[src/rtl/mem_port_arbiter_if.sv]
// Bus bundle between the fetch/MEM-stage requesters, the memory port and the arbiter.
// The slave modport is the arbiter's view; master is the core/memory side.
interface mem_port_arbiter_if;
  logic        if_req;
  logic [15:0] if_addr;
  logic [15:0] if_rdata;
  logic        if_done;
  logic        d_read;
  logic        d_write;
  logic        d_byte;
  logic [15:0] d_addr;
  logic [15:0] d_wdata;
  logic [15:0] d_rdata;
  logic        d_done;
  logic        halt;
  logic        mem_req;
  logic        mem_we;
  logic        mem_byte;
  logic [15:0] mem_addr;
  logic [15:0] mem_wdata;
  logic [15:0] mem_rdata;
  logic        mem_ack;
  logic        stall_if;
  logic        stall_mem;
  logic        halted;
  logic        proto_err;

  modport slave (
    input  if_req, if_addr, d_read, d_write, d_byte, d_addr, d_wdata, halt,
           mem_rdata, mem_ack,
    output if_rdata, if_done, d_rdata, d_done, mem_req, mem_we, mem_byte,
           mem_addr, mem_wdata, stall_if, stall_mem, halted, proto_err
  );

  modport master (
    output if_req, if_addr, d_read, d_write, d_byte, d_addr, d_wdata, halt,
           mem_rdata, mem_ack,
    input  if_rdata, if_done, d_rdata, d_done, mem_req, mem_we, mem_byte,
           mem_addr, mem_wdata, stall_if, stall_mem, halted, proto_err
  );
endinterface

[src/rtl/mem_port_arbiter.sv]
// Single-port memory arbiter for instruction fetch and MEM-stage data accesses.
// States: IDLE arbitrate | DATA/FETCH access in flight | RESP done pulse | HALTED quiesced
module mem_port_arbiter (
  input  logic               clk,
  input  logic               reset_n,
  mem_port_arbiter_if.slave  bus
);

  typedef enum logic [2:0] {
    ST_IDLE,
    ST_DATA,
    ST_FETCH,
    ST_RESP,
    ST_HALTED
  } state_t;

  state_t      state_q;
  logic        halt_pend_q;
  logic [1:0]  cnt_q;
  logic        proto_err_q;
  logic        halted_q;
  logic        load_q;
  logic        mem_req_q;
  logic        mem_we_q;
  logic        mem_byte_q;
  logic [15:0] mem_addr_q;
  logic [15:0] mem_wdata_q;
  logic [15:0] if_rdata_q;
  logic [15:0] d_rdata_q;
  logic        if_done_q;
  logic        d_done_q;

  logic d_req;
  logic grant_fetch;

  assign d_req = bus.d_read | bus.d_write;
  // Fetch wins when alone or after two data grants taken while it was waiting.
  assign grant_fetch = bus.if_req & (~d_req | (cnt_q == 2'd2));

  always_ff @(posedge clk) begin
    if (!reset_n) begin
      state_q     <= ST_IDLE;
      halt_pend_q <= 1'b0;
      cnt_q       <= 2'd0;
      proto_err_q <= 1'b0;
      halted_q    <= 1'b0;
      load_q      <= 1'b0;
      mem_req_q   <= 1'b0;
      mem_we_q    <= 1'b0;
      mem_byte_q  <= 1'b0;
      mem_addr_q  <= 16'h0000;
      mem_wdata_q <= 16'h0000;
      if_rdata_q  <= 16'h0000;
      d_rdata_q   <= 16'h0000;
      if_done_q   <= 1'b0;
      d_done_q    <= 1'b0;
    end else begin
      if_done_q <= 1'b0;
      d_done_q  <= 1'b0;
      if (bus.halt) halt_pend_q <= 1'b1;
      if (bus.d_read & bus.d_write) proto_err_q <= 1'b1;

      case (state_q)
        ST_IDLE: begin
          if (halt_pend_q) begin
            state_q  <= ST_HALTED;
            halted_q <= 1'b1;
          end else if (grant_fetch) begin
            state_q     <= ST_FETCH;
            cnt_q       <= 2'd0;
            mem_req_q   <= 1'b1;
            mem_we_q    <= 1'b0;
            mem_byte_q  <= 1'b0;
            mem_addr_q  <= bus.if_addr;
            mem_wdata_q <= 16'h0000;
          end else if (d_req) begin
            state_q     <= ST_DATA;
            cnt_q       <= bus.if_req ? cnt_q + 2'd1 : 2'd0;
            load_q      <= bus.d_read;
            mem_req_q   <= 1'b1;
            // A simultaneous read and write is serviced as a read.
            mem_we_q    <= ~bus.d_read;
            mem_byte_q  <= bus.d_byte;
            mem_addr_q  <= bus.d_addr;
            mem_wdata_q <= bus.d_wdata;
          end
        end
        ST_DATA: begin
          if (bus.mem_ack) begin
            mem_req_q <= 1'b0;
            if (load_q) d_rdata_q <= bus.mem_rdata;
            d_done_q  <= 1'b1;
            state_q   <= ST_RESP;
          end
        end
        ST_FETCH: begin
          if (bus.mem_ack) begin
            mem_req_q  <= 1'b0;
            if_rdata_q <= bus.mem_rdata;
            if_done_q  <= 1'b1;
            state_q    <= ST_RESP;
          end
        end
        ST_RESP:   state_q <= ST_IDLE;
        ST_HALTED: state_q <= ST_HALTED;
        default:   state_q <= ST_IDLE;
      endcase
    end
  end

  assign bus.mem_req   = mem_req_q;
  assign bus.mem_we    = mem_we_q;
  assign bus.mem_byte  = mem_byte_q;
  assign bus.mem_addr  = mem_addr_q;
  assign bus.mem_wdata = mem_wdata_q;
  assign bus.if_rdata  = if_rdata_q;
  assign bus.d_rdata   = d_rdata_q;
  assign bus.if_done   = if_done_q;
  assign bus.d_done    = d_done_q;
  assign bus.halted    = halted_q;
  assign bus.proto_err = proto_err_q;
  assign bus.stall_if  = bus.if_req & ~if_done_q;
  assign bus.stall_mem = d_req & ~d_done_q;

endmodule

[src/flat_wrapper.sv]
// flat-port wrapper written by rule: the top's interface ports become plain ports
module mem_port_arbiter_flat 
  (clk, reset_n, bus_if_req, bus_if_addr, bus_d_read, bus_d_write, bus_d_byte, bus_d_addr, bus_d_wdata, bus_halt, bus_mem_rdata, bus_mem_ack, bus_if_rdata, bus_if_done, bus_d_rdata, bus_d_done, bus_mem_req, bus_mem_we, bus_mem_byte, bus_mem_addr, bus_mem_wdata, bus_stall_if, bus_stall_mem, bus_halted, bus_proto_err);
  mem_port_arbiter_if bus_i ();
  input  logic clk;
  input  logic reset_n;
  input wire logic [$bits(bus_i.if_req)-1:0] bus_if_req;
  input wire logic [$bits(bus_i.if_addr)-1:0] bus_if_addr;
  input wire logic [$bits(bus_i.d_read)-1:0] bus_d_read;
  input wire logic [$bits(bus_i.d_write)-1:0] bus_d_write;
  input wire logic [$bits(bus_i.d_byte)-1:0] bus_d_byte;
  input wire logic [$bits(bus_i.d_addr)-1:0] bus_d_addr;
  input wire logic [$bits(bus_i.d_wdata)-1:0] bus_d_wdata;
  input wire logic [$bits(bus_i.halt)-1:0] bus_halt;
  input wire logic [$bits(bus_i.mem_rdata)-1:0] bus_mem_rdata;
  input wire logic [$bits(bus_i.mem_ack)-1:0] bus_mem_ack;
  output wire logic [$bits(bus_i.if_rdata)-1:0] bus_if_rdata;
  output wire logic [$bits(bus_i.if_done)-1:0] bus_if_done;
  output wire logic [$bits(bus_i.d_rdata)-1:0] bus_d_rdata;
  output wire logic [$bits(bus_i.d_done)-1:0] bus_d_done;
  output wire logic [$bits(bus_i.mem_req)-1:0] bus_mem_req;
  output wire logic [$bits(bus_i.mem_we)-1:0] bus_mem_we;
  output wire logic [$bits(bus_i.mem_byte)-1:0] bus_mem_byte;
  output wire logic [$bits(bus_i.mem_addr)-1:0] bus_mem_addr;
  output wire logic [$bits(bus_i.mem_wdata)-1:0] bus_mem_wdata;
  output wire logic [$bits(bus_i.stall_if)-1:0] bus_stall_if;
  output wire logic [$bits(bus_i.stall_mem)-1:0] bus_stall_mem;
  output wire logic [$bits(bus_i.halted)-1:0] bus_halted;
  output wire logic [$bits(bus_i.proto_err)-1:0] bus_proto_err;
  assign bus_i.if_req = bus_if_req;
  assign bus_i.if_addr = bus_if_addr;
  assign bus_i.d_read = bus_d_read;
  assign bus_i.d_write = bus_d_write;
  assign bus_i.d_byte = bus_d_byte;
  assign bus_i.d_addr = bus_d_addr;
  assign bus_i.d_wdata = bus_d_wdata;
  assign bus_i.halt = bus_halt;
  assign bus_i.mem_rdata = bus_mem_rdata;
  assign bus_i.mem_ack = bus_mem_ack;
  assign bus_if_rdata = bus_i.if_rdata;
  assign bus_if_done = bus_i.if_done;
  assign bus_d_rdata = bus_i.d_rdata;
  assign bus_d_done = bus_i.d_done;
  assign bus_mem_req = bus_i.mem_req;
  assign bus_mem_we = bus_i.mem_we;
  assign bus_mem_byte = bus_i.mem_byte;
  assign bus_mem_addr = bus_i.mem_addr;
  assign bus_mem_wdata = bus_i.mem_wdata;
  assign bus_stall_if = bus_i.stall_if;
  assign bus_stall_mem = bus_i.stall_mem;
  assign bus_halted = bus_i.halted;
  assign bus_proto_err = bus_i.proto_err;
  mem_port_arbiter u_core (.clk(clk), .reset_n(reset_n), .bus(bus_i));
endmodule
[config.mk]
export PLATFORM = sky130hd
export DESIGN_NAME = mem_port_arbiter_flat
export DESIGN_NICKNAME = d
export VERILOG_FILES = /design/src/rtl/mem_port_arbiter_if.sv /design/src/rtl/mem_port_arbiter.sv /design/src/flat_wrapper.sv
export SDC_FILE = /design/constraint.sdc
export NUM_CORES = 1
export LEC_CHECK = 0
export CORE_MARGIN = 4
export CORE_UTILIZATION = 46
export CTS_BUF_LIST = sky130_fd_sc_hd__clkbuf_16
export DETAILED_ROUTE_END_ITERATION = 10
export PLACE_DENSITY = 0.91
export SYNTH_ARGS = -nofsm -noshare
export SYNTH_HDL_FRONTEND = slang
export SYNTH_SLANG_ARGS = --single-unit
[constraint.sdc]
create_clock -name clk -period 5.2 [get_ports clk]
set_clock_uncertainty 0.05 [all_clocks]
set_input_delay 1.04 -clock clk [delete_from_list [all_inputs] [get_ports clk]]
set_output_delay 1.04 -clock clk [all_outputs]
set_load 0.02 [all_outputs]
==> metrics.txt, run 1 <==
status=finished, final reports clean; Site Rows=30; reg-to-reg critical path startpoint=u_core.state_q[2]; Resized Gates After CTS=0; post-synth top area share=46.5%; Reg2Reg Depth=3; clock buffer count from CTS=9; Slew Viols, Final=0; Post-Layout Inst Area=5100 um^2; WP data arrival=2.99 ns; wire length per cell=approximately 17 um; largest net degree at the start of global routing=49; met3 GRT Util=~5.6%; worst hold path type=flop to flop; full die area=between 8000 and 9000 um^2; Final HPWL DP=7350 um; Setup crit end=bus_stall_if; root buf cell=clkbuf_16; Setup violations, final=0; Post-synth top flop=dfxtp_1; Longest Clk Path Bufs=2; number of flops mapped to enable cells by yosys=0; yosys warns=0; CTS tree=done; Routed Wire Length=between 10,000 and 15,000 um; grt ovf=0; crit path time final=4.08 ns; crit share post-route=about 80%; FF-to-FF setup slack=2.48 ns; Synth Net Count=460; vias=3,450; VDD IR max=0.196 mV; Nets=577; Final Hold Viols=0; gpl congestion=0.808; GR Util met2=39.7%; most common cell in the netlist=dfxtp_1; RSZ-0062 raised after global routing=false; Clk pin slew, worst setup/hold paths=0.06 ns; P_leak=between 1.5 and 2 nW; CP Launch Point=bus_if_req; GR Layer Usage met1=28.6%; antenna-violating nets left=0; IO Port Bufs=144; Worst Path Max Fanout=39; critical path class=input port to output port; Clock Latency Late Sink=around 0.33 ns; placed cell areas=between 4000 and 5000 um^2; post-synth cell types=39; Seq/Total Area, Yosys=a little under half; postcts setup bufs=0; fillers=516; Max-Cap Viols=0; worst relative slew slack=21.5%; die height=93.5 um; busiest grt layer=met2; Worst Setup Start Kind=input port; Reg2Reg Capture Point=u_core.bus.mem_addr[11]; IO Pins=roughly 150; nature of the critical path endpoint=output port; Cell Area, Synth=3360 um^2; Post-Synthesis Cells=387; gr usage total=around a quarter; vias per std cell=between 5 and 6; initial antenna violation count=0; ant diodes=0; Avg Cell Area, Syn=between 8 and 9 um^2; clk sinks=78; Core Region=between 6000 and 7000 um^2; proportion of layout cells with a drive suffix above 1=5.70%; first-pass GRT wire length=16,500 um; PD cells=328 nW/um^2; Req. time, crit path=~4.1 ns; Final TNS setup=0 ns; Tot Pwr=1.67 mW; die width=between 90 and 100 um; largest cells by area after synthesis=dfxtp_1, a21oi_1, o21ai_0; #FFs+latches synth=78; Initial Util=48.4%; area leader, netlist=dfxtp_1; vias in the first global route=3,380; CTS hold repair buffers=0; Worst Tran Pin Value=1.17 ns; drt first pass iters=4; Syn-to-layout area delta=51.8%; commonest cells in the netlist=dfxtp_1, a21oi_1, nand2_1; DRC=0; hold_ws=between 0.4 and 0.5 ns; H-tree depth=3; fmax=0.245 GHz; DRT iter0 DRCs=212; Async S/R FF share, synth=0%
==> worst min-delay path by stage <==
stage | startpoint | end | slack, ns | cells after the start
6_report | u_core.bus.if_rdata[5] | u_core.bus.if_rdata[5] | 0.40 | 2
5_1_grt | u_core.bus.if_rdata[3] | u_core.bus.if_rdata[3] | 0.43 | 2
4_1_cts | u_core.bus.if_rdata[5] | u_core.bus.if_rdata[5] | 0.40 | 2
3_5_place_dp | u_core.bus.if_rdata[5] | u_core.bus.if_rdata[5] | 0.40 | 2
3_3_place_gp | u_core.bus.if_rdata[14] | u_core.bus.if_rdata[14] | 0.39 | 2
2_1_floorplan | u_core.cnt_q[0] | u_core.cnt_q[0] | 0.40 | 2
==> placed cells by master, fill, tap and decap left out, types with 2 or more instances in the layout <==
cell type and instances:
and3_1 16, inv_1 4, a21boi_0 14, clkdlybuf4s50_1 144, clkbuf_16 9, a21boi_1 2
a21oi_1 52, o311a_1 16, a211oi_1 2, dfxtp_1 78, nand2_1 35, clkinv_1 4
nand3_1 17, nor2b_1 3, o21bai_1 17, nor2_1 11, o2111ai_1 18, o21ai_0 34
clkinvlp_4 3, nor4bb_2 2, buf_4 5, nand4bb_1 2
==> where the power goes <==
part           internal, mW  leakage [nW]  total, mW  switching [mW]
clock network         0.367         0.133      0.610           0.243
registers             0.645         0.637      0.680          0.0355
logic                 0.188          1.04      0.383           0.195
==> routing by layer <==
metal	part of all wire, %	vias to the layer above
li1	-	1660
met1	39	1626
met2	51	137
met3	6.4	27
met4	2.9	0
met5	0	-
==> state kept, by name (all words and copies together), names as in the netlist <==
name,cells
u_core.bus.d_rdata,16
u_core.bus.d_done,1
u_core.bus.mem_we,1
u_core.load_q,1
u_core.bus.halted,1
u_core.state_q,3
u_core.bus.if_rdata,16
u_core.bus.mem_req,1
u_core.halt_pend_q,1
u_core.bus.proto_err,1
u_core.cnt_q,2
u_core.bus.mem_byte,1
u_core.bus.mem_wdata,16
u_core.bus.if_done,1
u_core.bus.mem_addr,16
==> cell families (layout without fill, tap and decap cells) <==
family / count (synthesis) / after routing / synth area share, %
AOI/OAI and AO/OA: 163 / 163 / 32.3
and+or+nand+nor: 96 / 96 / 14.9
DFF: 78 / 78 / 46.5
buffers and inverters: 49 / 171 / 5.96
adders and majority gates: 1 / 1 / 0.372
==> stage by stage <==
step                      setup slack (ns)  utilization [%]  cells
after floorplan                       2.05                -    387
after global placement                1.19             69.3    589
after detailed placement              1.13             69.3    589
after CTS                             1.14             73.5    605
after global routing                 0.978             73.5    605
final                                 1.12             73.5    605
==> cell type report <==
| class | instances | area, um^2 | share of cell area [%] |
|---|---|---|---|
| clock inverters | 7 | 65.1 | 1.28 |
| well taps | 96 | 120 | 2.35 |
| inverters | 6 | 22.5 | 0.442 |
| repair buffers | 149 | 1480 | 29.0 |
| flip-flops and latches | 78 | 1560 | 30.6 |
| multi-input cells | 260 | 1630 | 31.9 |
| clock buffers | 9 | 225 | 4.42 |
==> critical path, cell delays in order <==
cell and delay [ns]:
clkdlybuf4s50_1 0.46, buf_4 0.31, inv_1 0.37, nor2_1 0.19, clkdlybuf4s50_1 0.61
Note: power is estimated with default switching activity, not from simulation.
==> run 2, diff against run 1 <==
--- a/config.mk
+++ b/config.mk
@@ -6,10 +6,10 @@
 export NUM_CORES = 1
 export LEC_CHECK = 0
 export CORE_MARGIN = 4
-export CORE_UTILIZATION = 46
+export CORE_UTILIZATION = 38
 export CTS_BUF_LIST = sky130_fd_sc_hd__clkbuf_16
 export DETAILED_ROUTE_END_ITERATION = 10
-export PLACE_DENSITY = 0.91
+export PLACE_DENSITY = 0.81
 export SYNTH_ARGS = -nofsm -noshare
 export SYNTH_HDL_FRONTEND = slang
 export SYNTH_SLANG_ARGS = --single-unit
==> constraint.sdc (replaced) <==
create_clock -name clk -period 3.45 [get_ports clk]
set_clock_uncertainty 0.05 [all_clocks]
set_input_delay 0.69 -clock clk [delete_from_list [all_inputs] [get_ports clk]]
set_output_delay 0.69 -clock clk [all_outputs]
set_load 0.02 [all_outputs]
==> metrics.txt, run 2 (synthesized netlist as in run 1, its figures left out) <==
Worst Hold Depth=2 (unchanged); Final TNS setup=0 ns (unchanged); Worst Path Max Fanout=6 (was 39); IO Port Bufs=144 (unchanged); reg-to-reg critical path startpoint=u_core.state_q[2] (unchanged); Clock Latency Late Sink=0.33 ns (about the same); Layout Utilization=59.8% (was 73.5%); full die area=10,400 um^2 (was 8730 um^2); critical path class=input port to output port (unchanged); first-pass GRT wire length=16,400 um (was 16,500 um); vias in the first global route=3,360 (was 3,380); fillers=739 (was 516); crit path time final=2.99 ns; vias=3,463 (was 3,450); status=finished, final reports clean (unchanged); gr usage total=19.7% (was 23.5%); Setup violations, final=0 (unchanged); drt first pass iters=5 (was 4); Reg2Reg Capture Point=u_core.bus.mem_addr[8] (was u_core.bus.mem_addr[11]); most common cell after layout, fill and taps aside=clkdlybuf4s50_1 (unchanged); die height=102 um (was 93.5 um); H-tree depth=3 (unchanged); area occupied by multi-input gates=1630 um^2 (unchanged); P_leak=1.86 nW (was 1.81 nW); clk sinks=78 (unchanged); Req. time, crit path=2.71 ns (was 4.11 ns); antenna-violating nets left=0 (unchanged); Clk pin slew, worst setup/hold paths=0.06 ns (about the same); Slew Viols, Final=0 (unchanged); VDD IR max=0.389 mV (was 0.196 mV); initial antenna violation count=0 (unchanged); fmax=0.335 GHz; wire length per cell=16.6 um (was 17.2 um); ant diodes=0 (unchanged); Resized Gates After CTS=0 (unchanged); IO Pins=145 (unchanged); Routed Wire Length=10,300 um (was 10,400 um); Worst Setup Start Kind=input port (unchanged); dpl cells=606 (was 589); clock buffer count from CTS=9 (unchanged); Final Hold Viols=0 (unchanged); PD cells=496 nW/um^2 (was 328 nW/um^2); worst hold path type=flop to flop (unchanged); Nets=582 (was 577); Final HPWL DP=7250 um (was 7350 um); DRT iter0 DRCs=239 (was 212); CTS tree=done (unchanged); grt ovf=0 (unchanged); hold_sp=u_core.bus.if_rdata[12] (was u_core.bus.if_rdata[5]); DRC=0 (unchanged); Hold Path End=u_core.bus.if_rdata[12] (was u_core.bus.if_rdata[5]); commonest cells after routing, fill and taps aside=clkdlybuf4s50_1, dfxtp_1, a21oi_1, nand2_1, o21ai_0 (unchanged); nature of the critical path endpoint=output port (unchanged); crit share post-route=about 87%; Reg2Reg Depth=4 (was 3); root buf cell=clkbuf_16 (unchanged); Max-Cap Viols=0 (unchanged); largest net degree at the start of global routing=52 (was 49); Initial Util=38.7% (was 48.4%); Syn-to-layout area delta=54.5% (was 51.8%); postcts setup bufs=0 (unchanged); Worst Tran Pin Value=1.18 ns (was 1.17 ns); FF-to-FF setup slack=1.34 ns (was 2.48 ns); fin cells=622 (was 605); die width=102 um (was 93.5 um); Core Region=8680 um^2 (was 6940 um^2); Seq. cell area=1560 um^2 (unchanged); Longest Clk Path Bufs=2 (unchanged); proportion of layout cells with a drive suffix above 1=7.00% (was 5.70%); worst relative slew slack=21.1% (was 21.5%); CTS hold repair buffers=0 (unchanged); hold_ws=0.409 ns (was 0.404 ns); vias per std cell=5.57 (was 5.70); RSZ-0062 raised after global routing=false (unchanged); Site Rows=34 (was 30); WP data arrival=2.25 ns (was 2.99 ns); gpl congestion=0.808 (unchanged)
[run 2: cell count changes in the layout (fill, tap and decap cells not counted)]
cell / previous run / this run
buf_12: 0 / 2
clkinv_1: 4 / 2
inv_6: 0 / 4
buf_4: 5 / 8
clkinvlp_4: 3 / 1
[run 2: stage by stage]
stage | power (mW) | area (um^2) | setup WS [ns]
2_1_floorplan | 1.35 | 3360 | 0.997
3_3_place_gp | 1.62 | 4890 | 0.401
3_5_place_dp | 1.63 | 4890 | 0.335
4_1_cts | 2.59 | 5190 | 0.463
5_1_grt | 2.69 | 5190 | 0.421
6_report | 2.57 | 5190 | 0.461
[run 2: worst max path at each step]
stage	start	cells after the start	endpoint
after CTS	bus_d_read	4	bus_stall_mem
after global placement	bus_d_read	5	u_core.bus.mem_addr[0]
after floorplan	bus_d_read	4	bus_stall_mem
after detailed placement	bus_d_read	5	u_core.bus.mem_addr[8]
final	bus_d_read	4	bus_stall_mem
after global routing	bus_d_read	4	bus_stall_mem
[run 2: report_power, final]
group | switching (mW) | leakage, nW | internal [mW] | total (mW)
sequential | 0.0550 | 0.637 | 0.971 | 1.03
clock | 0.393 | 0.147 | 0.569 | 0.963
combinational | 0.293 | 1.07 | 0.292 | 0.585
[run 2: final cells by class]
class,count,area share (%)
Clock buffer,9,4.34
Clock inverter,7,1.49
Inverter,6,0.434
Multi-Input combinational cell,260,31.4
Sequential cell,78,30.1
Tap cell,108,2.60
Timing Repair Buffer,154,29.7
[run 2: layer usage]
layer  track usage, %  share of wire, %  vias up
met3             7.03               9.6        9
met1             25.3                42     1630
li1                 -                 -     1675
met5                0                 0        -
met2             31.7                48      149
met4             4.94               1.0        0
[run 2: critical path, stage by stage]
cell and delay (ns):
clkdlybuf4s50_1 0.52, or2_2 0.35, nor2b_1 0.14, clkdlybuf4s50_1 0.54
==> run 3, diff against run 2 <==
--- a/config.mk
+++ b/config.mk
@@ -5,11 +5,12 @@
 export SDC_FILE = /design/constraint.sdc
 export NUM_CORES = 1
 export LEC_CHECK = 0
+export ABC_AREA = 1
 export CORE_MARGIN = 4
-export CORE_UTILIZATION = 38
+export CORE_UTILIZATION = 37
 export CTS_BUF_LIST = sky130_fd_sc_hd__clkbuf_16
 export DETAILED_ROUTE_END_ITERATION = 10
-export PLACE_DENSITY = 0.81
+export PLACE_DENSITY = 0.76
 export SYNTH_ARGS = -nofsm -noshare
 export SYNTH_HDL_FRONTEND = slang
 export SYNTH_SLANG_ARGS = --single-unit
==> metrics.txt, run 3 <==
DRT iter0 DRCs=74 (was 239); Routed Wire Length=8690 um (was 10,300 um); CTS tree=done (unchanged); register share of total power=36.8% (was 39.9%); crit share post-route=81.4% (was 86.7%); Seq. cell area=1560 um^2 (unchanged); Clk pin slew, worst setup/hold paths=0.06 ns (about the same); Synth Net Count=487 (was 460); Post-Synthesis Cells=414 (was 387); Worst Setup Start Kind=input port (unchanged); post-synth cell types=25 (was 39); worst hold path type=flop to flop (unchanged); P_leak=1.86 nW (about the same); area leader, netlist=dfxtp_1 (unchanged); clk sinks=78 (unchanged); Longest Clk Path Bufs=2 (unchanged); Seq/Total Area, Yosys=49.0% (was 46.5%); Clock Latency Late Sink=0.32 ns (was 0.33 ns); Tot Pwr=3.14 mW (was 2.57 mW); initial antenna violation count=0 (unchanged); Avg Cell Area, Syn=7.69 um^2 (was 8.68 um^2); Nets=624 (was 582); fillers=775 (was 739); gpl congestion=0.768 (was 0.808); post-synth top area share=49.0% (was 46.5%); vias per std cell=4.72 (was 5.57); die height=101 um (was 102 um); Final HPWL DP=6230 um (was 7250 um); WP data arrival=2.07 ns (was 2.25 ns); gr usage total=16.9% (was 19.7%); commonest cells in the netlist=nand2_1, dfxtp_1, a21oi_1 (was dfxtp_1, a21oi_1, nand2_1); clock buffer count from CTS=9 (unchanged); yosys warns=0 (unchanged); nature of the critical path endpoint=output port (unchanged); commonest cells after routing, fill and taps aside=clkdlybuf4s50_1, nand2_1, dfxtp_1, a21oi_1, inv_1 (was clkdlybuf4s50_1, dfxtp_1, a21oi_1, nand2_1, o21ai_0); CTS hold repair buffers=0 (unchanged); Worst Path Max Fanout=4 (was 6); P_sw=1.06 mW (was 741 uW); number of flops mapped to enable cells by yosys=0 (unchanged); Comb power frac=34.9% (was 22.7%); Worst Tran Pin Value=0.596 ns (was 1.18 ns); Max-Cap Viols=0 (unchanged); first-pass GRT wire length=13,700 um (was 16,400 um); root buf cell=clkbuf_16 (unchanged); vias=3,119 (was 3,463); Reg2Reg Depth=8 (was 4); critical path class=input port to output port (unchanged); Post-synth top flop=dfxtp_1 (unchanged); fmax=0.356 GHz (was 0.335 GHz); full die area=10,200 um^2 (was 10,400 um^2); Worst Hold Depth=2 (unchanged); internal cell power=2.08 mW (was 1.83 mW); antenna-violating nets left=0 (unchanged); wire length per cell=13.1 um (was 16.6 um); VDD IR max=0.313 mV (was 0.389 mV); Setup violations, final=0 (unchanged); worst relative slew slack=60.2% (was 21.1%); Slew Viols, Final=0 (unchanged); largest net degree at the start of global routing=45 (was 52); Async S/R FF share, synth=0% (unchanged); Cell Area, Synth=3180 um^2 (was 3360 um^2); Core Region=8300 um^2 (was 8680 um^2); Site Rows=33 (was 34); Req. time, crit path=2.71 ns (about the same); vias in the first global route=2,836 (was 3,360); Resized Gates After CTS=0 (unchanged); final worst slack=0.643 ns (was 0.461 ns); postcts setup bufs=0 (unchanged); #FFs+latches synth=78 (unchanged); crit path time final=2.81 ns (was 2.99 ns); Final Hold Viols=0 (unchanged); drt first pass iters=4 (was 5); Clk pwr share=28.4% (was 37.4%); RSZ-0062 raised after global routing=false (unchanged); most common cell in the netlist=nand2_1 (was dfxtp_1); proportion of layout cells with a drive suffix above 1=6.83% (was 7.00%); largest cells by area after synthesis=dfxtp_1, nand2_1, a21oi_1 (was dfxtp_1, a21oi_1, o21ai_0); ant diodes=0 (unchanged); most common cell after layout, fill and taps aside=clkdlybuf4s50_1 (unchanged); die width=101 um (was 102 um); Initial Util=38.4% (was 38.7%); status=finished, final reports clean (unchanged); grt ovf=0 (unchanged); H-tree depth=3 (unchanged); PD cells=639 nW/um^2 (was 496 nW/um^2); pre-CTS setup slack=0.635 ns (was 0.335 ns); IO Port Bufs=144 (unchanged); IO Pins=145 (unchanged); placed cell areas=4630 um^2 (was 4890 um^2); Switching Fraction=33.7% (was 28.8%); Syn-to-layout area delta=54.2% (was 54.5%); area occupied by multi-input gates=1290 um^2 (was 1630 um^2); Final TNS setup=0 ns (unchanged); Post-Layout Inst Area=4910 um^2 (was 5190 um^2); DRC=0 (unchanged)
[run 3: changes by cell type after synthesis, sizes merged, moves of 5 or more]
cell	previous run	this run
o21bai	18	0
o2111ai	18	0
nand3	17	22
a21oi	52	72
clkbuf	33	12
a21boi	16	0
nor2	11	17
and3	16	0
nand2	35	118
inv	4	42
o311a	16	0
[run 3: per-stage QoR]
stage / instances / hold WS (ns) / util [%]
floorplan: 414 / 0.390 / -
global placement: 645 / 0.379 / 55.8
finish: 661 / 0.389 / 59.2
CTS: 661 / 0.392 / 59.2
global route: 661 / 0.403 / 59.2
detailed placement: 645 / 0.386 / 55.8
[run 3: worst max-delay path: stages]
cell             delay [ns]
clkdlybuf4s50_1        0.58
inv_2                  0.10
nor2_1                 0.09
clkdlybuf4s50_1        0.60
[run 3: area by class of cell]
class,instances,share of cell area (%)
Clock buffer,9,4.59
Clock inverter,7,1.12
Inverter,43,3.29
Multi-Input combinational cell,269,26.2
Sequential cell,78,31.8
Tap cell,105,2.68
Timing Repair Buffer,150,30.3
[run 3: logic make-up after synthesis]
family | Yosys count | synth area share [%]
buf+inv | 67 | 10.5
compound gates | 109 | 17.8
fa+ha+maj | 1 | 0.393
simple gates | 159 | 22.3
flops | 78 | 49.0
[run 3: power by group through the flow]
| stage | sequential (mW) | clock (mW) | combinational (mW) |
|---|---|---|---|
| 2_1_floorplan | 1.33 | 0 | 0.542 |
| 3_3_place_gp | 1.16 | 0 | 1.08 |
| 3_5_place_dp | 1.17 | 0 | 1.10 |
| 4_1_cts | 1.15 | 0.914 | 1.11 |
| 5_1_grt | 1.17 | 0.957 | 1.20 |
| 6_report | 1.15 | 0.889 | 1.09 |
[run 3: final timing paths]
path	from	to	slack, ns
max	bus_if_req	bus_stall_if	0.64
min	u_core.bus.d_rdata[14]	u_core.bus.d_rdata[14]	0.39
max reg2reg	u_core.cnt_q[0]	u_core.bus.mem_addr[12]	1.65
min reg2reg	u_core.bus.d_rdata[14]	u_core.bus.d_rdata[14]	0.39
[run 3: layer usage]
layer / vias to the layer above / track usage [%] / routed length (um)
li1: 1604 / - / -
met1: 1381 / 20.6 / 3670
met2: 128 / 26.5 / 3830
met3: 6 / 8.93 / 1140
met4: 0 / 4.04 / 45
met5: - / 0 / 0
